[config.mk]
export PLATFORM = sky130hd
export DESIGN_NAME = mem_wb_lbr_stage_flat
export DESIGN_NICKNAME = d
export VERILOG_FILES = /design/src/rtl/mem_wb_lbr_stage_if.sv /design/src/rtl/mem_wb_lbr_stage.sv /design/src/flat_wrapper.sv
export SDC_FILE = /design/constraint.sdc
export NUM_CORES = 1
export LEC_CHECK = 0
export BUFFER_PORTS_ARGS = -buffer_cell sky130_fd_sc_hd__buf_2
export CAP_MARGIN = 20
export CORE_ASPECT_RATIO = 0.6
export CORE_MARGIN = 5
export CORE_UTILIZATION = 55
export DETAILED_ROUTE_END_ITERATION = 10
export PLACE_DENSITY = 0.88
export SYNTH_ARGS = -nofsm -noshare
export SYNTH_HDL_FRONTEND = slang
export SYNTH_SLANG_ARGS = --single-unit
[constraint.sdc]
create_clock -name clock -period 4.2 [get_ports clock]
set_clock_uncertainty 0.05 [all_clocks]
set_input_delay 0.21 -clock clock [delete_from_list [all_inputs] [get_ports clock]]
set_output_delay 0.21 -clock clock [all_outputs]
set_load 0.02 [all_outputs]
[src/rtl/mem_wb_lbr_stage_if.sv]
`default_nettype none
// ============================================================================
//  Module      : mem_wb_lbr_stage_if
//  Description : Bundle between the memory stage / hazard unit and the
//                memory-to-writeback stage.
//                master : upstream pipeline (drives instruction, memory and
//                         LBR data, and control; observes write-back and stall)
//                slave  : mem_wb_lbr_stage
//  Signals     : stall_in, flush, in_valid, in_load, opSel, regWrite_in,
//                write_sel_in, ALU_Result, load_data, load_valid, lbr_data,
//                report  (master -> slave)
//                write_enable, write_sel, write_data, mem_stall,
//                load_timeout_err, wb_count  (slave -> master)
//  Revision    : 1.0  initial release
// ============================================================================
interface mem_wb_lbr_stage_if #(
  parameter int DATA_WIDTH   = 32,
  parameter int REG_SEL_BITS = 5
);
  logic                    stall_in;
  logic                    flush;
  logic                    in_valid;
  logic                    in_load;
  logic [1:0]              opSel;
  logic                    regWrite_in;
  logic [REG_SEL_BITS-1:0] write_sel_in;
  logic [DATA_WIDTH-1:0]   ALU_Result;
  logic [DATA_WIDTH-1:0]   load_data;
  logic                    load_valid;
  logic [DATA_WIDTH-1:0]   lbr_data;
  logic                    report;

  logic                    write_enable;
  logic [REG_SEL_BITS-1:0] write_sel;
  logic [DATA_WIDTH-1:0]   write_data;
  logic                    mem_stall;
  logic                    load_timeout_err;
  logic [31:0]             wb_count;

  modport master (
    output stall_in, flush, in_valid, in_load, opSel, regWrite_in,
           write_sel_in, ALU_Result, load_data, load_valid, lbr_data, report,
    input  write_enable, write_sel, write_data, mem_stall, load_timeout_err,
           wb_count
  );

  modport slave (
    input  stall_in, flush, in_valid, in_load, opSel, regWrite_in,
           write_sel_in, ALU_Result, load_data, load_valid, lbr_data, report,
    output write_enable, write_sel, write_data, mem_stall, load_timeout_err,
           wb_count
  );
endinterface
`default_nettype wire

[src/rtl/mem_wb_lbr_stage.sv]
`default_nettype none
// ============================================================================
//  Module      : mem_wb_lbr_stage
//  Description : Memory-to-writeback stage. Selects the write-back source
//                (ALU result, load data or LBR record), registers the
//                register-file write, stalls upstream until load data is
//                valid, buffers load data that arrives under a global stall
//                and drops loads that wait longer than LOAD_TIMEOUT cycles.
//  Ports       : clock  - system clock
//                reset  - synchronous, active-low reset
//                bus    - mem_wb_lbr_stage_if.slave (all datapath/control)
//  Revision    : 1.0  initial release
// ============================================================================
module mem_wb_lbr_stage #(
  parameter int CORE         = 0,
  parameter int DATA_WIDTH   = 32,
  parameter int REG_SEL_BITS = 5,
  parameter int LOAD_TIMEOUT = 255
) (
  input  logic                 clock,
  input  logic                 reset,
  mem_wb_lbr_stage_if.slave    bus
);

  localparam int                CNT_W       = $clog2(LOAD_TIMEOUT + 1);
  localparam logic [CNT_W-1:0]  TIMEOUT_CNT = CNT_W'(LOAD_TIMEOUT);

  typedef enum logic [0:0] {
    IDLE      = 1'b0,
    WAIT_LOAD = 1'b1
  } state_t;

  state_t                  state_q;
  logic [CNT_W-1:0]        wait_cnt_q;
  logic [DATA_WIDTH-1:0]   load_buf_q;
  logic                    buf_full_q;
  logic                    write_enable_q;
  logic [REG_SEL_BITS-1:0] write_sel_q;
  logic [DATA_WIDTH-1:0]   write_data_q;
  logic                    timeout_err_q;
  logic [31:0]             wb_count_q;

  logic                    have_data;
  logic                    drop;
  logic                    mem_stall;
  logic                    accept;
  logic [DATA_WIDTH-1:0]   write_data_d;

  // Report tracing is a simulation feature; the synthesizable stage only
  // sinks the request and the core id.
  logic                    w_unused_report;
  assign w_unused_report = bus.report | (CORE != 0);

  // Buffered data counts as arrived, so a load whose data landed during a
  // global stall never re-requests mem_stall.
  assign have_data = bus.load_valid | buf_full_q;
  assign drop      = (state_q == WAIT_LOAD) && (wait_cnt_q == TIMEOUT_CNT) && !have_data;
  assign mem_stall = bus.in_valid & bus.in_load & !have_data & !drop & !bus.flush;
  assign accept    = bus.in_valid & !bus.stall_in & !bus.flush & !mem_stall;

  always_comb begin
    write_data_d = bus.ALU_Result;
    if (drop) begin
      write_data_d = '0;
    end else begin
      case (bus.opSel)
        2'b01:   write_data_d = buf_full_q ? load_buf_q : bus.load_data;
        2'b10:   write_data_d = bus.lbr_data;
        default: write_data_d = bus.ALU_Result;
      endcase
    end
  end

  always_ff @(posedge clock) begin
    if (!reset) begin
      state_q        <= IDLE;
      wait_cnt_q     <= '0;
      load_buf_q     <= '0;
      buf_full_q     <= 1'b0;
      write_enable_q <= 1'b0;
      write_sel_q    <= '0;
      write_data_q   <= '0;
      timeout_err_q  <= 1'b0;
      wb_count_q     <= '0;
    end else if (bus.flush) begin
      // Flush wins over everything: no write, no count, forget any wait.
      state_q        <= IDLE;
      wait_cnt_q     <= '0;
      buf_full_q     <= 1'b0;
      write_enable_q <= 1'b0;
    end else begin
      // Write-back register: only an accepted instruction writes, so a held
      // instruction under stall never produces a second write.
      if (accept) begin
        write_enable_q <= bus.regWrite_in && (bus.write_sel_in != '0) && !drop;
        write_sel_q    <= bus.write_sel_in;
        write_data_q   <= write_data_d;
        wb_count_q     <= wb_count_q + 32'd1;
      end else begin
        write_enable_q <= 1'b0;
      end

      // Load-data buffer: capture data that arrives while the pipe is frozen.
      if (accept) begin
        buf_full_q <= 1'b0;
      end else if (bus.stall_in && bus.in_load && bus.load_valid) begin
        load_buf_q <= bus.load_data;
        buf_full_q <= 1'b1;
      end

      if (drop) begin
        timeout_err_q <= 1'b1;
      end

      // Load-wait FSM; the counter saturates at LOAD_TIMEOUT because
      // mem_stall is forced low in the drop cycle.
      case (state_q)
        IDLE: begin
          if (mem_stall) begin
            state_q    <= WAIT_LOAD;
            wait_cnt_q <= CNT_W'(1);
          end
        end
        WAIT_LOAD: begin
          if (accept || !bus.in_valid) begin
            state_q    <= IDLE;
            wait_cnt_q <= '0;
          end else if (mem_stall) begin
            wait_cnt_q <= wait_cnt_q + CNT_W'(1);
          end
        end
        default: begin
          state_q    <= IDLE;
          wait_cnt_q <= '0;
        end
      endcase
    end
  end

  assign bus.write_enable     = write_enable_q;
  assign bus.write_sel        = write_sel_q;
  assign bus.write_data       = write_data_q;
  assign bus.mem_stall        = mem_stall;
  assign bus.load_timeout_err = timeout_err_q;
  assign bus.wb_count         = wb_count_q;

endmodule
`default_nettype wire

[src/flat_wrapper.sv]
// flat-port wrapper written by rule: the top's interface ports become plain ports
module mem_wb_lbr_stage_flat 
#(
  parameter int CORE         = 0,
  parameter int DATA_WIDTH   = 32,
  parameter int REG_SEL_BITS = 5,
  parameter int LOAD_TIMEOUT = 255
)
  (clock, reset, bus_stall_in, bus_flush, bus_in_valid, bus_in_load, bus_opSel, bus_regWrite_in, bus_write_sel_in, bus_ALU_Result, bus_load_data, bus_load_valid, bus_lbr_data, bus_report, bus_write_enable, bus_write_sel, bus_write_data, bus_mem_stall, bus_load_timeout_err, bus_wb_count);
  mem_wb_lbr_stage_if #(.DATA_WIDTH(DATA_WIDTH), .REG_SEL_BITS(REG_SEL_BITS)) bus_i ();
  input  logic clock;
  input  logic reset;
  input wire logic [$bits(bus_i.stall_in)-1:0] bus_stall_in;
  input wire logic [$bits(bus_i.flush)-1:0] bus_flush;
  input wire logic [$bits(bus_i.in_valid)-1:0] bus_in_valid;
  input wire logic [$bits(bus_i.in_load)-1:0] bus_in_load;
  input wire logic [$bits(bus_i.opSel)-1:0] bus_opSel;
  input wire logic [$bits(bus_i.regWrite_in)-1:0] bus_regWrite_in;
  input wire logic [$bits(bus_i.write_sel_in)-1:0] bus_write_sel_in;
  input wire logic [$bits(bus_i.ALU_Result)-1:0] bus_ALU_Result;
  input wire logic [$bits(bus_i.load_data)-1:0] bus_load_data;
  input wire logic [$bits(bus_i.load_valid)-1:0] bus_load_valid;
  input wire logic [$bits(bus_i.lbr_data)-1:0] bus_lbr_data;
  input wire logic [$bits(bus_i.report)-1:0] bus_report;
  output wire logic [$bits(bus_i.write_enable)-1:0] bus_write_enable;
  output wire logic [$bits(bus_i.write_sel)-1:0] bus_write_sel;
  output wire logic [$bits(bus_i.write_data)-1:0] bus_write_data;
  output wire logic [$bits(bus_i.mem_stall)-1:0] bus_mem_stall;
  output wire logic [$bits(bus_i.load_timeout_err)-1:0] bus_load_timeout_err;
  output wire logic [$bits(bus_i.wb_count)-1:0] bus_wb_count;
  assign bus_i.stall_in = bus_stall_in;
  assign bus_i.flush = bus_flush;
  assign bus_i.in_valid = bus_in_valid;
  assign bus_i.in_load = bus_in_load;
  assign bus_i.opSel = bus_opSel;
  assign bus_i.regWrite_in = bus_regWrite_in;
  assign bus_i.write_sel_in = bus_write_sel_in;
  assign bus_i.ALU_Result = bus_ALU_Result;
  assign bus_i.load_data = bus_load_data;
  assign bus_i.load_valid = bus_load_valid;
  assign bus_i.lbr_data = bus_lbr_data;
  assign bus_i.report = bus_report;
  assign bus_write_enable = bus_i.write_enable;
  assign bus_write_sel = bus_i.write_sel;
  assign bus_write_data = bus_i.write_data;
  assign bus_mem_stall = bus_i.mem_stall;
  assign bus_load_timeout_err = bus_i.load_timeout_err;
  assign bus_wb_count = bus_i.wb_count;
  mem_wb_lbr_stage #(.CORE(CORE), .DATA_WIDTH(DATA_WIDTH), .REG_SEL_BITS(REG_SEL_BITS), .LOAD_TIMEOUT(LOAD_TIMEOUT)) u_core (.clock(clock), .reset(reset), .bus(bus_i));
endmodule
Word-level counts from Yosys, hierarchy flattened
Index checks and enable logic that the tools add are counted.
Storage, ports and cells
  register bits after elaboration: 113
  latch bits: 0
  bits in writable memories: 0
  memory bits (read-only): 0
  input port bits: 112
  word-level logic and storage cells: 59
  memories: 0
Cells by class
  add/sub/neg operators: 2
  $mul: 0
  divide/modulo/power cells: 0
  magnitude comparators: 0
  equal/unequal tests: 5
  shift-type cells: 0
  multiplexer cells: 10
  bitwise logic cells: 12
  reduce and logical (&&, ||, !) cells: 21
Operator list (number)
  32-bit 2-to-1 mux: 2
  32-bit one-hot mux with 2 select lines: 1
  32-bit by 1-bit adder with 32-bit output, second input constant: 1
  8-bit 2-to-1 mux: 3
  8-bit one-hot mux with 2 select lines: 1
  8-bit by 1-bit adder with 8-bit output, second input constant: 1
  8-bit == test, second input constant: 1
  1-bit bitwise AND: 7
  1-bit logical AND: 6
  1-bit logical NOT: 6
  2-bit AND reduction: 3
  3-bit OR reduction: 2
  5-bit nonzero test: 1
  1-bit inverter: 4
  3-bit != test, second input constant: 1
  3-bit AND reduction: 1
  2-bit by 1-bit == test with 1-bit output, second input constant: 1
  2-bit == test, second input constant: 1
  1-bit 2-to-1 mux: 2
  2-bit by 1-bit != test with 1-bit output, second input constant: 1
  1-bit one-hot mux with 2 select lines: 1
  2-bit OR reduction: 1
  1-bit logical OR: 1
  1-bit bitwise OR: 1

Longest topological paths before layout
  depth in word-level cells: 11
  depth in mapped cells: 9

Worst setup path after synthesis
No wires, ideal clock.
  kind: reg-to-reg
  start: register u_core.wait_cnt_q[0]
  end: register u_core.write_data_q[10] (netlist: u_core.bus.write_data[10])
  data arrival time: 2.208 ns
  slack: 1.815 ns
  cell stages (with the launch flop): 9
  buffers on the path: 2
  cells stage by stage: dfxtp_1 ha_1 nand3_1 or4_4 buf_6 a21oi_2 nor2_1 buf_2 o2bb2ai_1
On the way
  cells in the longest elaborated chain, start to end: 9
Ends and longest elaborated chain
  start: declaration: RTL line mem_wb_lbr_stage.sv:34  | logic [CNT_W-1:0] wait_cnt_q;
  start signal: assignment: RTL line mem_wb_lbr_stage.sv:129  | wait_cnt_q <= wait_cnt_q + CNT_W'(1);
  8-bit == test (*): RTL line mem_wb_lbr_stage.sv:57  | assign drop = (state_q == WAIT_LOAD) && (wait_cnt_q == TIMEOUT_CNT) && !have_data;
  1-bit logical AND (*) (2 in series): RTL line mem_wb_lbr_stage.sv:57
  1-bit logical NOT: RTL line mem_wb_lbr_stage.sv:58  | assign mem_stall = bus.in_valid & bus.in_load & !have_data & !drop & !bus.flush;
  1-bit bitwise AND (2 in series): RTL line mem_wb_lbr_stage.sv:58
  1-bit logical NOT: RTL line mem_wb_lbr_stage.sv:59  | assign accept = bus.in_valid & !bus.stall_in & !bus.flush & !mem_stall;
  1-bit bitwise AND: RTL line mem_wb_lbr_stage.sv:59
  2-bit AND reduction (no line)
  end signal: assignment: RTL line mem_wb_lbr_stage.sv:97  | write_data_q <= write_data_d;
  end: declaration: RTL line mem_wb_lbr_stage.sv:39  | logic [DATA_WIDTH-1:0] write_data_q;
Mark *: on every way between the ends. The rest lies on a longest branch, timed or not.
A chain may end at the register's enable or synchronous reset.

Worst setup path in the final report
  start: register u_core.wait_cnt_q[0]
  end: register u_core.write_data_q[3] (netlist: u_core.bus.write_data[3])
The elaborated chain is that of the path after synthesis.

==> impl_metrics.ini <==
[drt]
highest_layer = met4
first_pass_iters = 5
wl_met3_mm = 1.24
remaining_drc_errors = 0
wl_met1_mm = 7.06
wire_per_inst_um = 16.9
postRouteAntennaNets = 0
met2_length_mm = 7.79
drt_iter0_markers = 418
routed_via_density = 5.88
vias = 5677
wl_mm = 16.3

[sta]
fin_crit_ns = 2.82
setup_ws_ns = 1.38
tightestPinTransition_ns = 1.04
fin_setup_tns_ns = 0
max_freq_mhz = 355
slew-limit-headroom_pct = 30.9
finalCritPeriodShare_pct = 67.0
report.final.slew_viol_count = 0
hold_slack_ns = 0.00720
hold_violations = 0
finalSetupViolCount = 0
rsz0062_at_grt = false

[grt]
globalRouteTotalUtil_pct = 26.5
grt_pass1_vias = 5624
grt_overflow_total = 0
grt_max_degree = 65
antenna_found_initial = 0
grt_pass1_wl_mm = 26.6

[cells_and_area]
stdcell_count = 966
antenna_cells = 0
finish.instance_area_mm2 = 0.00709
fillers = 743
multiInputGateArea_mm2 = 0.00296
final-seq-area_mm2 = 0.00226
final_cell_mix = buf_2, dfxtp_1, nand2_1, a21oi_1, nor2_1
drive_gt1_share_pct = 30.9
syn2layout_area_growth_pct = 29.5
layout_commonest_cell = buf_2
nets = 936

[worst_setup_path]
path_cells = ha_1 > nand3_1 > or4_4 > a21oi_2 > nor2_2 > buf_4 > o2bb2ai_1
r2r-start = u_core.wait_cnt_q[0]
reg2reg_depth = 7
regToRegSetupSlack_ns = 1.38
regToRegEndpoint = u_core.bus.write_data[3]
end_kind = flip-flop
crit_path_start_kind = flip-flop
path_buf_inv = 1
cpLargestDelayFamily = simple AND/OR/NAND/NOR gates
cp.arrival_ns = 3.04
crit_slowest_cell = or4_4
crit_path_max_incr_delay_ns = 0.75
worst_ep_required_time_ns = 4.43
cp_max_fo = 32
crit_type = reg -> reg

[clocking]
tritoncts = built
cts.sinks = 113
insertion_delay_ns = 0.41
cts_buffer_depth = 2
clk_pin_slew_ns = 0.05
clockRootBuffer = clkbuf_16
cts_buffers = 17
cts-htree-levels = 4

[synth]
ys.flop_type = dfxtp_1
synth_edf_count = 0
netlist-cell-type-count = 50
yosys.area.top_type = dfxtp_1
yosys_warnings = 0
synth_area_leaders = dfxtp_1, a21oi_1, mux2_2
synth_cells = 650
yosys_register_bits = 113
yosysSeqAreaShare_pct = 41.3
synth_top_area_share_pct = 41.3
synth_area_mm2 = 0.00547
syn-num-nets = 766
synth-async-reset-ratio_pct = 0
syn_avg_cell_area_um2 = 8.42

[min_path]
hold_path_depth = 3
hold_path_end = u_core.load_buf_q[27]
hp-start = bus_load_data[27]
hold_class = in -> reg

[placed_design]
io_buffers = 182
gp_congestion = 0.854
dp.cells = 923
dpl_cell_area_mm2 = 0.00639
dp_slack_ns = 1.42
dp_hpwl_mm = 11.4

[pwr]
p_per_area_mw_per_mm2 = 379
peakVddDrop_uv = 322
power_leakage_nw = 2.84

[floorplan]
die_y_um = 87.3
ios = 184
rows = 28
initial_utilization_pct = 56.0
die_x_um = 139
coreArea_mm2 = 0.00977
die-area_mm2 = 0.0121

[job]
cap_violations = 0

[outcome]
status = finished, final reports clean
worst max-delay path by stage:
stage                               from                   endpoint  slack (ns)  cells past startpoint
floorplan           u_core.wait_cnt_q[0]  u_core.bus.write_data[10]        1.82                      8
global placement    u_core.wait_cnt_q[0]  u_core.bus.write_data[19]        1.52                      7
detailed placement  u_core.wait_cnt_q[1]   u_core.bus.write_data[3]        1.42                      7
CTS                 u_core.wait_cnt_q[1]   u_core.bus.write_data[1]        1.41                      7
global route        u_core.wait_cnt_q[1]   u_core.bus.write_data[3]        1.22                      7
finish              u_core.wait_cnt_q[0]   u_core.bus.write_data[3]        1.38                      7
kinds of logic (layout without fill, tap and decap cells):
group	count (synthesis)	count (layout)	share of synthesized area [%]
simple gates	223	223	18.5
compound gates	192	192	23.8
flops	113	113	41.3
buf+inv	61	242	4.66
mux	40	40	8.05
xor+xnor	17	17	2.72
fa+ha+maj	4	4	0.915
flip-flops by register name (all words and copies together), names as in the netlist:
name and flops:
u_core.buf_full_q 1, u_core.state_q 1, u_core.bus.write_enable 1, u_core.load_buf_q 32, u_core.wait_cnt_q 8, u_core.bus.write_sel 5
u_core.bus.wb_count 32, u_core.bus.load_timeout_err 1, u_core.bus.write_data 32
worst register-to-register path, stage by stage (launching register included):
cell and delay (ns):
dfxtp_1 0.36, ha_1 0.20, nand3_1 0.19, or4_4 0.75
a21oi_2 0.60, nor2_2 0.06, buf_4 0.28, o2bb2ai_1 0.20
power by group:
group | internal (mW) | switching, mW | total, mW
clock | 0.829 | 0.493 | 1.32
sequential | 1.09 | 0.0104 | 1.10
combinational | 0.115 | 0.150 | 0.265
total | 2.03 | 0.653 | 2.69
layout make-up:
| class | instances | area share [%] |
|---|---|---|
| tap | 135 | 2.38 |
| multi-input combinational | 476 | 41.7 |
| sequential | 113 | 31.9 |
| timing repair buffer | 200 | 15.6 |
| clock buffer | 19 | 6.39 |
| clock inverter | 11 | 1.29 |
| inverter | 12 | 0.635 |
routing by layer:
metal | GRT usage [%] | up-vias
li1 | - | 2706
met1 | 33.4 | 2704
met2 | 43.8 | 237
met3 | 9.05 | 30
met4 | 7.55 | 0
met5 | 0 | -
cells in the mapped netlist, types with 4 or more instances:
master	number
and3_1	4
mux2i_1	8
nor2_1	66
and4_1	5
nand4_1	14
mux2_2	32
clkbuf_1	38
inv_1	11
o2bb2ai_1	32
a21oi_1	78
a22oi_1	33
nand3_1	18
a31oi_1	5
xnor2_1	15
ha_1	4
a211oi_1	5
a2111oi_0	6
dfxtp_1	113
buf_1	5
or3_1	10
o21ai_0	12
nand2_1	87
through the flow:
stage                     utilization, %  power, mW
final                               72.5       2.69
after global routing                72.5       2.79
after CTS                           72.1       2.69
after detailed placement            65.4       1.37
after global placement              65.2       1.36
after floorplan                        -       1.27
what timing repair did:
item,4_1_cts,5_1_grt
hold endpoints to repair,11,0
buffers inserted,0,0
hold buffers,11,0
resized for setup,0,0
Power figures use the tool's default switching activity.
